### config.mk
export PLATFORM = sky130hd
export DESIGN_NAME = div_ctrl
export DESIGN_NICKNAME = d
export VERILOG_FILES = /design/src/rtl/div_ctrl_pkg.sv /design/src/rtl/div_operand_prep.sv /design/src/rtl/div_ctrl.sv
export SDC_FILE = /design/constraint.sdc
export NUM_CORES = 1
export LEC_CHECK = 0
export BUFFER_PORTS_ARGS = -buffer_cell sky130_fd_sc_hd__buf_4
export CELL_PAD_IN_SITES_DETAIL_PLACEMENT = 0
export CELL_PAD_IN_SITES_GLOBAL_PLACEMENT = 2
export CORE_MARGIN = 2
export CORE_UTILIZATION = 23
export DETAILED_ROUTE_END_ITERATION = 10
export PLACE_DENSITY_LB_ADDON = 0.1
export SETUP_SLACK_MARGIN = 0.4
export SYNTH_ARGS = -nofsm -noshare
export SYNTH_HDL_FRONTEND = slang
export SYNTH_SLANG_ARGS = --single-unit
### constraint.sdc
create_clock -name clk -period 1.5 [get_ports clk]
set_input_delay 0.15 -clock clk [delete_from_list [all_inputs] [get_ports clk]]
set_output_delay 0.15 -clock clk [all_outputs]
set_load 0.02 [all_outputs]
### src/rtl/div_ctrl_pkg.sv
// div_ctrl_pkg: shared constants and types for the divide/remainder controller.
//   - opcode encodings for the eight divide/remainder instructions
//   - reset-active level, zero word, FSM state encoding, run-watchdog limit
//   - prep_t: prepared operands plus bypass-detection flags
package div_ctrl_pkg;

  localparam logic        RSTENA   = 1'b1;
  localparam logic [63:0] ZEROWORD = 64'd0;

  localparam logic [7:0] INST_DIV   = 8'h30;
  localparam logic [7:0] INST_DIVU  = 8'h31;
  localparam logic [7:0] INST_DIVW  = 8'h32;
  localparam logic [7:0] INST_DIVUW = 8'h33;
  localparam logic [7:0] INST_REM   = 8'h34;
  localparam logic [7:0] INST_REMU  = 8'h35;
  localparam logic [7:0] INST_REMW  = 8'h36;
  localparam logic [7:0] INST_REMUW = 8'h37;

  // RUN cycles allowed before the watchdog forces a timed-out response
  localparam logic [7:0] RUN_TIMEOUT = 8'd80;

  typedef enum logic [1:0] {
    ST_IDLE = 2'b00,
    ST_RUN  = 2'b01,
    ST_DONE = 2'b10
  } state_t;

  typedef struct packed {
    logic [63:0] dividend;  // width-corrected dividend
    logic [63:0] divisor;   // width-corrected divisor
    logic        is_w;      // 32-bit (W) variant
    logic        is_rem;    // remainder rather than quotient
    logic        div_zero;  // prepared divisor is zero
    logic        ovf;       // signed most-negative / -1
  } prep_t;

  function automatic logic [63:0] sext32(input logic [31:0] x);
    return {{32{x[31]}}, x};
  endfunction

endpackage

### src/rtl/div_operand_prep.sv
// div_operand_prep: combinational operand preparation.
//   opcode      in  8   request opcode
//   src1, src2  in  64  raw dividend / divisor
//   prep        out     prepared operands (W ops take src[31:0], sign- or
//                       zero-extended by signedness) plus zero-divisor and
//                       signed-overflow flags evaluated at the op width
module div_operand_prep
  import div_ctrl_pkg::*;
(
  input  logic [7:0]  opcode,
  input  logic [63:0] src1,
  input  logic [63:0] src2,
  output prep_t       prep
);

  logic is_w;
  logic is_signed;

  always_comb begin
    is_w      = (opcode == INST_DIVW) || (opcode == INST_DIVUW) ||
                (opcode == INST_REMW) || (opcode == INST_REMUW);
    is_signed = (opcode == INST_DIV)  || (opcode == INST_DIVW)  ||
                (opcode == INST_REM)  || (opcode == INST_REMW);

    prep        = '0;
    prep.is_w   = is_w;
    prep.is_rem = (opcode == INST_REM)  || (opcode == INST_REMU) ||
                  (opcode == INST_REMW) || (opcode == INST_REMUW);

    if (is_w) begin
      prep.dividend = is_signed ? sext32(src1[31:0]) : {32'd0, src1[31:0]};
      prep.divisor  = is_signed ? sext32(src2[31:0]) : {32'd0, src2[31:0]};
    end else begin
      prep.dividend = src1;
      prep.divisor  = src2;
    end

    prep.div_zero = (prep.divisor == ZEROWORD);
    // after sign extension a W divisor of -1 is all ones at 64 bits too
    prep.ovf = is_signed && (prep.divisor == {64{1'b1}}) &&
               (prep.dividend == (is_w ? 64'hFFFF_FFFF_8000_0000
                                       : 64'h8000_0000_0000_0000));
  end

endmodule

### src/rtl/div_ctrl.sv
// div_ctrl: request/response controller wrapped around an iterative divider.
//   clk, rst                      clock, synchronous active-high reset
//   req_valid/req_ready           request handshake (ready only in IDLE)
//   req_opcode, req_src1/2        opcode, dividend, divisor
//   flush                         pipeline kill: aborts RUN/DONE, blocks accept
//   resp_valid/resp_ready         response handshake (valid in DONE)
//   resp_data, resp_timeout       width-corrected result, watchdog flag
//   busy                          state != IDLE
//   div_ready, div_dividend,      drive the divider; zero outside RUN
//   div_divisor, div_opcode
//   div_rem_data, div_finish      divider result and completion strobe
// Build option: DIV_CTRL_FASTPATH_EN resolves divide-by-zero and signed
// overflow without the divider (IDLE -> DONE in one cycle).
module div_ctrl
  import div_ctrl_pkg::*;
(
  input  logic        clk,
  input  logic        rst,
  input  logic        req_valid,
  output logic        req_ready,
  input  logic [7:0]  req_opcode,
  input  logic [63:0] req_src1,
  input  logic [63:0] req_src2,
  input  logic        flush,
  output logic        resp_valid,
  input  logic        resp_ready,
  output logic [63:0] resp_data,
  output logic        resp_timeout,
  output logic        busy,
  output logic        div_ready,
  output logic [63:0] div_dividend,
  output logic [63:0] div_divisor,
  output logic [7:0]  div_opcode,
  input  logic [63:0] div_rem_data,
  input  logic        div_finish
);

`ifdef DIV_CTRL_FASTPATH_EN
  localparam logic FAST_EN = 1'b1;
`else
  localparam logic FAST_EN = 1'b0;
`endif

  state_t      state;
  logic [7:0]  op_q;
  logic [63:0] dvd_q;
  logic [63:0] dvs_q;
  logic        w_q;
  logic [63:0] result_q;
  logic        timeout_q;
  logic [7:0]  run_cnt;

  prep_t       prep;
  logic        fast_hit;
  logic [63:0] fast_data;

  div_operand_prep u_prep (
    .opcode (req_opcode),
    .src1   (req_src1),
    .src2   (req_src2),
    .prep   (prep)
  );

  // Architectural results for the cases the divider is not trusted with.
  always_comb begin
    fast_hit  = FAST_EN && (prep.div_zero || prep.ovf);
    fast_data = {64{1'b1}};
    if (prep.div_zero) begin
      if (prep.is_rem)
        fast_data = prep.is_w ? sext32(prep.dividend[31:0]) : prep.dividend;
    end else if (prep.is_rem) begin
      fast_data = ZEROWORD;
    end else begin
      fast_data = prep.dividend;
    end
  end

  always_ff @(posedge clk) begin
    if (rst == RSTENA) begin
      state     <= ST_IDLE;
      op_q      <= '0;
      dvd_q     <= ZEROWORD;
      dvs_q     <= ZEROWORD;
      w_q       <= 1'b0;
      result_q  <= ZEROWORD;
      timeout_q <= 1'b0;
      run_cnt   <= '0;
    end else begin
      case (state)
        ST_IDLE: begin
          if (req_valid && !flush) begin
            op_q  <= req_opcode;
            dvd_q <= prep.dividend;
            dvs_q <= prep.divisor;
            w_q   <= prep.is_w;
            if (fast_hit) begin
              result_q  <= fast_data;
              timeout_q <= 1'b0;
              state     <= ST_DONE;
            end else begin
              run_cnt <= '0;
              state   <= ST_RUN;
            end
          end
        end
        ST_RUN: begin
          run_cnt <= run_cnt + 8'd1;
          if (flush) begin
            result_q  <= ZEROWORD;
            timeout_q <= 1'b0;
            state     <= ST_IDLE;
          end else if (div_finish) begin
            result_q  <= w_q ? sext32(div_rem_data[31:0]) : div_rem_data;
            timeout_q <= 1'b0;
            state     <= ST_DONE;
          end else if (run_cnt == RUN_TIMEOUT - 8'd1) begin
            // this is the last allowed RUN cycle; counter lands on the limit
            result_q  <= ZEROWORD;
            timeout_q <= 1'b1;
            state     <= ST_DONE;
          end
        end
        ST_DONE: begin
          if (flush || resp_ready) begin
            result_q  <= ZEROWORD;
            timeout_q <= 1'b0;
            state     <= ST_IDLE;
          end
        end
        default: state <= ST_IDLE;
      endcase
    end
  end

  assign req_ready    = (state == ST_IDLE);
  assign resp_valid   = (state == ST_DONE);
  assign busy         = (state != ST_IDLE);
  assign resp_data    = result_q;
  assign resp_timeout = timeout_q;

  assign div_ready    = (state == ST_RUN);
  assign div_dividend = div_ready ? dvd_q : ZEROWORD;
  assign div_divisor  = div_ready ? dvs_q : ZEROWORD;
  assign div_opcode   = div_ready ? op_q  : 8'd0;

endmodule

# == Word level (Yosys, flattened, before mapping) ==
# Cells that the tools add are included.
# word_totals
regBits,212
word_cells,63
# classes
addsub,1
n_eq_ne,12
muxes,25
reduce_logical,17
# op_table
cell,n
2-to-1 mux 64 bit,9
2-to-1 mux 128 bit,1
case mux 64 bit (2 select lines),1
"== test 8 x 6 -> 1 bit, second input constant",6
2-to-1 mux 8 bit,2
case mux 8 bit (2 select lines),1
2-to-1 mux 2 bit,5
"adder 8 x 1 -> 8 bit, second input constant",1
"== test 8 x 7 -> 1 bit, second input constant",1
logical OR 1 bit,7
case mux 2 bit (3 select lines),1
AND reduction 3 bit,2
nonzero test 2 bit,3
2-to-1 mux 1 bit,4
"inequality test 2 x 1 -> 1 bit, second input constant",2
"inequality test 4 x 2 -> 1 bit, second input constant",1
AND reduction 2 bit,2
"== test 2 x 1 -> 1 bit, second input constant",1
"== test 2 bit, second input constant",1
zero test 2 bit,1
case mux 1 bit (2 select lines),1
logical AND 1 bit,1
zero test 1 bit,1

# == Logic depth before layout (Yosys ltp) ==
# depth
depth_word,6
depth_mapped,8
depth_no_buf,5

# == Cells and area by module ==
# Synthesis repeated with hierarchy kept, for this count alone.
# unflattened
cells_unflattened,1362
area_unflattened_um2,10661.5
# by_module_without_submodules
mod,instances,cells_per_inst,area_each_um2,seq_area_each_um2
div_ctrl,1,1133,9096.2,4244.1
div_operand_prep,1,229,1565.3,0.0

# == Worst setup path after synthesis ==
# No wires, ideal clock.
# synth_path
path_kind,flip-flop to flip-flop
startpoint,reg state[1]
endpoint,reg dvd_q[11]
setup_time_ns,0.070
arrival_time_ns,1.599
setup_slack_ns,-0.169
path_stages_with_launch,9
n_path_buf,3
synth_period_minus_slack_ns,1.669
path_cell_list,dfxtp_1 or2_1 inv_1 and2_1 buf_4 buf_4 buf_4 nand2_1 a21oi_1
# synth_between
elab_chain_len,2
# synth_lines
item,line,text
"start, declared",div_ctrl.sv:44,state_t state;
"start signal, assigned",div_ctrl.sv:80,state <= ST_IDLE;
"start signal, assigned",div_ctrl.sv:99,state <= ST_DONE;
"start signal, assigned",div_ctrl.sv:102,state <= ST_RUN;
zero test 2 bit,--,
named net req_ready,div_ctrl.sv:20,"output logic req_ready,"
AND reduction 2 bit (no line),--,
"end signal, assigned",div_ctrl.sv:93,dvd_q <= prep.dividend;
"end, declared",div_ctrl.sv:46,logic [63:0] dvd_q;
# The timed path passes the listed nets, and every way through them passes these cells.
# A chain may end at the register's enable or synchronous reset.

# == Final worst setup path ==
# layout_path
startpoint,reg state[1]
endpoint,reg dvd_q[28]
# layout_between
elab_chain_len,2
# layout_lines
item,line,text
zero test 2 bit,div_ctrl.sv:89,case (state)
AND reduction 2 bit (no line),--,
# No other way between the ends.

==> reports/qor.txt <==
Vias -> 10.3k
CP arrival -> 2300 ps
Critical path origin -> state[1]
Sequential area share after synthesis -> 45.3%
Bufs on Longest Clock Path -> 3
I/O Buffers -> 410
Post-synth EDFFs -> 0
Syn nets -> 1351
Antenna Nets Post-Route -> 0
Ant diodes -> 0
Layout cells sized above 1 -> 44.3%
Max frequency -> 527 MHz
Final setup fails -> 346
Post-layout instance area -> 19200 sq um
CTS sink count -> 212
Layout Nets -> 2039
Startpoint types -> flop
Dpl hpwl -> 24900 microns
Adder-Cell Fraction of Synth Area -> 0.133%
WL/cell -> 17.0 microns
Initial drt markers -> 331
Internal power -> 11.5 mW
I/O pins -> 411
R2r setup slk -> -400 ps
Grt total ovfl -> 0
Vias in the first global route -> 10.7k
Critical-path maximum fanout -> 8
Async S/R FF share, synth -> 0%
Pwr dens -> 810 nW/um^2
Reg2reg start -> state[1]
Syn Inst Count -> 1144
Area growth syn-to-layout -> 105%
Main combinational cell family by area after synthesis -> simple AND/OR/NAND/NOR gates
Net Switching -> 3.99 mW
Simple-Gate Fraction of Synth Area -> 30.0%
Setup slack after layout -> -398 ps
Xor/xnor share of the synthesized area -> 0%
Post-Route WL -> 40400 microns
Die area -> 42400 sq um
RSZ-0062 raised after global routing -> true
Die W -> 206 microns
Total CTS buffers -> 28
CP endpoint kind -> flop
Comb pwr share -> 20.0%
Post-Syn Area per Cell -> 8.20 sq um
DRC Markers -> 0
Status -> finished, violations left
WHS Path Cells -> 5
Setup Skew -> 12.8 ps
Placed Cells -> 2044
Die H -> 206 microns
Main synth FF type -> dfxtp_1
Part of the power in registers -> 38.8%
Clk pwr share -> 41.3%
Clock Tree Root -> clkbuf_16
Critical Path RT -> 1900 ps
RR Endpoint -> dvd_q[28]
#FFs+latches synth -> 212
Initial antenna violation count -> 0
Iteration count of the initial detailed-routing pass -> 6
P_leak -> 8.59 nW
Period Utilization, post-route -> 127%
TritonCTS clock tree -> yes
Worst-Margin Slew -> 717 ps
H-tree levels -> 1
Critical path type -> reg -> reg
Final Non-Filler Cells -> 2378
Core ar. -> 40000 sq um
First-pass GRT wire length -> 61200 microns
Max-Slew Margin vs Limit -> 52.2%
Hold Path End -> resp_timeout
R2R cell count -> 8
Routability cong. -> 0.723
FP Rows -> 73
Synth Area in Compound Gates -> 12.7%
Final min period -> 1900 ps
Total of max-cap violations -> 0
Clk slew on worst S/H paths -> 60 ps
Global Route Usage Sum -> 18.4%
Initial Util -> 23.4%
Yosys cell types -> 40
Placed Area -> 13900 sq um
Largest net degree at the start of global routing -> 96
Critical hold path startpoint -> div_finish
Final Hold Viols -> 0
Max rail drop VDD -> 0.759 mV
Mux cell area share after synthesis -> 6.83%
Worst skew pair latency -> 550 ps
Mapped Area -> 9380 sq um
Net Sw Frac -> 25.7%
Synthesis warning total -> 0
Final max-slew violation count -> 0
Failing checks -> setup timing
Min-Delay Path Class -> in -> reg
Vias per inst -> 4.31
power groups by stage:
stage / Combinational [mW] / Clock, mW / Sequential [mW]
floorplan: 1.09 / 0 / 6.12
global placement: 1.92 / 0 / 6.12
detailed placement: 1.92 / 0 / 6.13
CTS: 3.06 / 6.67 / 6.01
global route: 3.33 / 6.86 / 6.05
finish: 3.10 / 6.41 / 6.02
how the worst max path moves through the flow:
| stage | end | slack [ps] |
|---|---|---|
| after floorplan | resp_data[32] | -2 |
| after detailed placement | dvs_q[46] | -420 |
| final | dvd_q[28] | -400 |
| after global placement | dvs_q[61] | -390 |
| after global routing | div_opcode[7] | -460 |
| after CTS | div_opcode[7] | -410 |
Yosys cell counts (2+ instances only):
master    number  area share, %
a21oi_1       80            4.3
buf_6          6           0.72
mux2i_1       64            6.8
nand2b_1      67            4.5
o21a_1         2           0.16
nand3b_1       2           0.16
o311ai_0       2           0.19
buf_2         21            1.1
o21ai_0       35            1.9
and2_1       138            9.2
buf_4          6           0.48
dfxtp_1      212             45
nand3_1        2           0.11
a211oi_1      65            5.2
nor2b_1       33            2.2
nor2_1        74            3.0
nand2_1      244            9.8
or3_1          2           0.13
clkbuf_1      62            2.5
or4_1          2           0.16
inv_1          5           0.20
o31a_1         2           0.19
worst max-delay path: stages (launching register included):
cell	delay, ps
dfxtp_4	340
buf_4	130
buf_6	120
or4b_4	610
buf_12	180
buf_6	120
buf_8	130
nand2_1	60
a21oi_1	60
state kept, by name (all words and copies together) (netlist names):
name	cells
resp_timeout	1
dvd_q	64
op_q	8
resp_data	64
w_q	1
state	2
dvs_q	64
run_cnt	8
logic make-up (layout without fill, tap and decap cells):
| kind of cell | after synthesis | in the layout |
|---|---|---|
| flops | 212 | 212 |
| compound gates | 193 | 193 |
| simple gates | 573 | 573 |
| buf+inv | 101 | 810 |
| fa+ha+maj | 1 | 1 |
| mux | 64 | 64 |
metal layers:
metal | vias to the layer above | part of all wire [%] | track usage [%]
met4 | 0 | 2.1 | 4.26
met2 | 285 | 47 | 30.8
li1 | 5138 | - | -
met5 | - | 0 | 0
met3 | 48 | 8.0 | 5.80
met1 | 4787 | 43 | 23.0
cell type report:
class / instances / area [sq um]
inverters: 6 / 37.5
repair inverters: 1 / 20.0
flip-flops and latches: 212 / 4250
multi-input cells: 831 / 5500
fillers: 3906 / 20800
clock buffers: 46 / 850
well taps: 525 / 657
clock inverters: 5 / 25.0
repair buffers: 752 / 7840
cells in the final DEF, fill, tap and decap left out, drive strengths merged, types with 3 or more instances in the layout:
master       count
clkbuf          48
dlygate4sd3    202
a21oi           80
inv              6
and2           139
mux2i           64
nor2b           33
o21ai           36
a211oi          65
nand3            3
nand2b          67
buf            548
dfxtp          212
nor2            74
nand2          245
clkinv           6
through the flow:
stage	util, %	setup slack, ps	hold slack [ps]	power, mW	setup TNS [ps]
after floorplan	-	-2.48	286	7.22	-108
final	48.0	-398	26.6	15.5	-105500
after detailed placement	34.7	-416	406	8.05	-34270
after global placement	34.7	-391	397	8.04	-31200
after CTS	47.2	-415	-11.1	15.7	-112630
after global routing	48.0	-455	38.6	16.2	-128260
what timing repair did:
| action | 4_1_cts | 5_1_grt |
|---|---|---|
| pin swaps | 30 | 73 |
| setup endpoints to repair | 417 | 417 |
| gates resized for setup | 224 | 56 |
| hold endpoints to repair | 202 | 0 |
| hold buffers | 202 | 0 |
| cloned | 29 | 2 |
| buffers inserted | 44 | 6 |
(Power assumes the default switching activity.)
